--- config.mk ---
export PLATFORM = sky130hd
export DESIGN_NAME = store_buffer
export DESIGN_NICKNAME = d
export VERILOG_FILES = /design/src/rtl/store_buffer.sv
export SDC_FILE = /design/constraint.sdc
export NUM_CORES = 1
export LEC_CHECK = 0
export CELL_PAD_IN_SITES_DETAIL_PLACEMENT = 2
export CELL_PAD_IN_SITES_GLOBAL_PLACEMENT = 2
export CORE_ASPECT_RATIO = 0.6
export CORE_MARGIN = 2
export CORE_UTILIZATION = 41
export CTS_CLUSTER_DIAMETER = 40
export CTS_CLUSTER_SIZE = 10
export DETAILED_ROUTE_END_ITERATION = 6
export GPL_TIMING_DRIVEN = 0
export PLACE_DENSITY_LB_ADDON = 0.05
export SYNTH_ARGS = -nofsm -noshare
export SYNTH_HDL_FRONTEND = slang
export SYNTH_SLANG_ARGS = --single-unit
--- constraint.sdc ---
create_clock -name clk -period 3.8 [get_ports clk]
set_clock_uncertainty 0.1 [all_clocks]
set_input_delay 0.57 -clock clk [delete_from_list [all_inputs] [get_ports clk]]
set_output_delay 0.57 -clock clk [all_outputs]
set_load 0.02 [all_outputs]
--- src/rtl/store_buffer.sv ---
// store_buffer: formats MEM-stage stores into word-aligned writes with byte
// enables and queues them in a FIFO that drains to data memory via req/ack.
module store_buffer #(
    parameter int unsigned DEPTH  = 4,
    parameter int unsigned ADDR_W = 32
) (
    input  logic                      clk,
    input  logic                      rst,
    input  logic                      st_valid,
    input  logic [1:0]                st_size,
    input  logic [ADDR_W-1:0]         st_addr,
    input  logic [31:0]               st_data,
    output logic                      st_ready,
    output logic                      misalign,
    output logic                      mem_req,
    output logic [ADDR_W-1:0]         mem_addr,
    output logic [31:0]               mem_wdata,
    output logic [3:0]                mem_be,
    input  logic                      mem_ack,
    output logic                      empty,
    output logic [$clog2(DEPTH):0]    count
);

    localparam int unsigned PTR_W = $clog2(DEPTH);
    localparam int unsigned CNT_W = PTR_W + 1;

    localparam logic [1:0] SIZE_WORD = 2'b00;
    localparam logic [1:0] SIZE_BYTE = 2'b01;
    localparam logic [1:0] SIZE_HALF = 2'b10;
    localparam logic [1:0] SIZE_NONE = 2'b11;

    typedef struct packed {
        logic [ADDR_W-1:0] addr;
        logic [31:0]       wdata;
        logic [3:0]        be;
    } entry_t;

    entry_t           fifo_mem [DEPTH];
    entry_t           new_entry;
    entry_t           head;
    logic [PTR_W-1:0] wr_ptr;
    logic [PTR_W-1:0] rd_ptr;
    logic             aligned;
    logic             full;
    logic             store_op;
    logic             push;
    logic             pop;
    logic             misalign_nxt;
    logic [1:0]       lane;

    // Store formatting: lane replication, byte enables and alignment check
    always_comb begin
        lane            = st_addr[1:0];
        aligned         = 1'b0;
        new_entry.addr  = {st_addr[ADDR_W-1:2], 2'b00};
        new_entry.wdata = st_data;
        new_entry.be    = 4'b0000;
        case (st_size)
            SIZE_WORD: begin
                aligned         = (lane == 2'b00);
                new_entry.be    = 4'b1111;
                new_entry.wdata = st_data;
            end
            SIZE_BYTE: begin
                aligned         = 1'b1;
                new_entry.be    = 4'(4'b0001 << lane);
                new_entry.wdata = {4{st_data[7:0]}};
            end
            SIZE_HALF: begin
                aligned         = ~lane[0];
                new_entry.be    = lane[1] ? 4'b1100 : 4'b0011;
                new_entry.wdata = {2{st_data[15:0]}};
            end
            default: begin
                aligned = 1'b0;
            end
        endcase
    end

    // Handshake and status decode from registered state
    always_comb begin
        full         = (count == CNT_W'(DEPTH));
        empty        = (count == '0);
        st_ready     = ~full;
        mem_req      = ~empty;
        store_op     = (st_size != SIZE_NONE);
        push         = st_valid && st_ready && store_op && aligned;
        misalign_nxt = st_valid && st_ready && store_op && !aligned;
        pop          = mem_req && mem_ack;
        head         = fifo_mem[rd_ptr];
        mem_addr     = mem_req ? head.addr  : '0;
        mem_wdata    = mem_req ? head.wdata : '0;
        mem_be       = mem_req ? head.be    : '0;
    end

    // Entry storage; contents are don't-care until pushed
    always_ff @(posedge clk) begin
        if (push) begin
            fifo_mem[wr_ptr] <= new_entry;
        end
    end

    // Pointers, occupancy and misalign pulse
    always_ff @(posedge clk) begin
        if (rst) begin
            wr_ptr   <= '0;
            rd_ptr   <= '0;
            count    <= '0;
            misalign <= 1'b0;
        end else begin
            misalign <= misalign_nxt;
            if (push) begin
                wr_ptr <= wr_ptr + PTR_W'(1);
            end
            if (pop) begin
                rd_ptr <= rd_ptr + PTR_W'(1);
            end
            count <= count + CNT_W'(push) - CNT_W'(pop);
        end
    end

endmodule
==> metrics.txt <==
row cnt 46; min Tclk post-route 3.42 ns; Least-Margin Pin Slew 0.787 ns; Core Area 0.0264 mm2; final worst slack 0.381 ns; register area share after synthesis 73.7%; Async S/R FF share, synth 0%; die height 131 um; share of the synthesized area in the top cell type 71.9%; RePlAce Congestion 0.698; Die Area 0.0283 mm2; worst-case clock buffer depth 3; Area after DPL 0.0130 mm2; Area Overhead vs Synth 27.2%; Slew Limit Fails 0; Worst Path Class, Setup reg -> out; Horiz. Die Dim 216 um; Detailed Routing Iterations Pass 1 4; hold-fix buffers at CTS 0; Startpoint Class register; share of layout cells above drive strength 1 20.8%; max-cap violations 0; maximum clock rate 293 MHz; PortBufs 140; R2R setup slack 0.88 ns; Worst Setup End Kind output pin; Leakage 4.54 nW; critical path data required time 3.13 ns; largest net degree at the start of global routing 55; global-route wire length before repair 42500 um; drt drc 0; Worst-path clk slew 0.06 ns; DP HPWL 18300 um; CTS H-Tree Depth 2; CTS tree done; Synth warnings 0; Setup WS pre-CTS 0.273 ns; post-route design area 0.0140 mm2; Final Hold Viols 0; Routed WL per cell 25.4 um; Starting Density 41.7%; RSZ-0062 raised after global routing no; area leader, netlist edfxtp_1; # Post-CTS Setup Buffers 0; Power Density 687 mW/mm2; Syn Inst Count 542; Tightest Hold Check Type reg -> reg; Post-synth EDFFs 264; grt total ovfl 0; Critical Path AT 2.75 ns; crit-path max FO 16; final worst path period share 90.0%; DRT iter0 DRCs 292; Yosys cell types 38; WL final 27900 um; Antenna Nets Post-Route 0; Peak supply drop 0.442 mV; dominant synthesized flop cell edfxtp_1; vias in the first global route 6602; nets@finish 800; total CTS buffers 35; GRT Total Usage 20.5%; io pins 145; Seq cells post-synth 274; # setup viols final 0; placed insts 1047; post-CTS sizing 1; Vias/cell 5.23; average size of a mapped cell 20.3 um2; Non-Filler Instances 1101; Root Driver clkbuf_16; Worst-Skew Late Latency 0.51 ns; routed via count 5759; status finished, final reports clean; clk sinks 274; hold_ws 0.473 ns; ANT cells 0; Slew HR 47.6%; initial antenna violation count 1; top post-synthesis cells by area edfxtp_1, mux4_2, and2_1; cell area after synthesis 0.0110 mm2
## cells in the final DEF, fill, tap and decap left out, drive strengths merged, types with 10 or more instances in the layout
cell           instances
nor2b                 11
buf                   24
clkbuf                62
clkdlybuf4s50        140
and2                  71
mux4                  66
mux2                  17
edfxtp               264
dfxtp                 10
## layout make-up
cell class / instances / area (um2)
clock inverter: 5 / 23.8
clock buffer: 50 / 1000
buffer: 32 / 184
tap: 360 / 450
timing repair buffer: 144 / 1510
multi-input combinational: 229 / 2700
sequential: 274 / 8130
fill: 2239 / 12400
inverter: 7 / 26.3
## Yosys cell counts, types with 2 or more instances
cell      instances
nand3_1           2
o22ai_1           2
buf_4             2
o21a_1            2
mux2i_1           8
o21ai_0           2
clkbuf_1         12
xor2_1            2
nor2b_1          10
a21oi_1           8
nand2b_1          2
ha_1              6
inv_1             7
buf_2            13
a21boi_0          2
nor2_1            7
dfxtp_1          10
edfxtp_1        264
mux2_2           13
mux4_2           66
xnor2_1           2
buf_6             5
and2_1           71
mux2_1            3
a211oi_1          8
## sequential cells by signal, summed over array words and instances, names as in the netlist, named ones only
signal / flops
count: 3
fifo_mem: 264
misalign: 1
rd_ptr: 2
wr_ptr: 2
## per-layer routing
metal	wire, um	track usage [%]	vias to the layer above	part of all wire, %
met2	13600	34.4	147	49
li1	-	-	2528	-
met1	12700	28.3	3053	45
met3	1330	4.21	31	4.7
met4	285	4.02	0	1.0
met5	0	0	-	0
## through the flow
step           power, mW  util (%)  setup TNS [ns]
5_1_grt             10.1      53.1               0
6_report            9.63      53.1               0
3_5_place_dp        6.75      49.2               0
2_1_floorplan       5.33         -               0
3_3_place_gp        6.65      48.8         -368.84
4_1_cts             9.78      53.1               0
## kinds of logic after synthesis
family | Yosys count | synth area share, %
buffers and inverters | 40 | 1.93
AO/OA/AOI/OAI | 26 | 1.54
adder cells (fa/ha/maj) | 7 | 0.862
AND/OR/NAND/NOR | 98 | 5.48
XOR/XNOR | 5 | 0.465
multiplexers | 91 | 16.0
flip-flops | 274 | 73.7
other | 1 | 0.0340
## critical path, stage by stage (launching register included)
cell and delay [ns]:
dfxtp_1 0.44, or3_1 0.16, clkbuf_2 0.33, clkbuf_1 0.44, and2_1 0.21, clkdlybuf4s50_1 0.65
## power by group
group / internal [mW] / switching (mW) / total, mW
Combinational: 1.51 / 1.60 / 3.11
Sequential: 3.46 / 0.0488 / 3.51
Clock: 1.82 / 1.20 / 3.02
## final timing paths
kind | from | to | cells past startpoint
setup / recovery | count[1] | mem_be[2] | 5
hold / removal | rd_ptr[1] | rd_ptr[1] | 2
setup reg to reg | count[1] | count[2] | 11
hold reg to reg | rd_ptr[1] | rd_ptr[1] | 2
(Power assumes the default switching activity.)
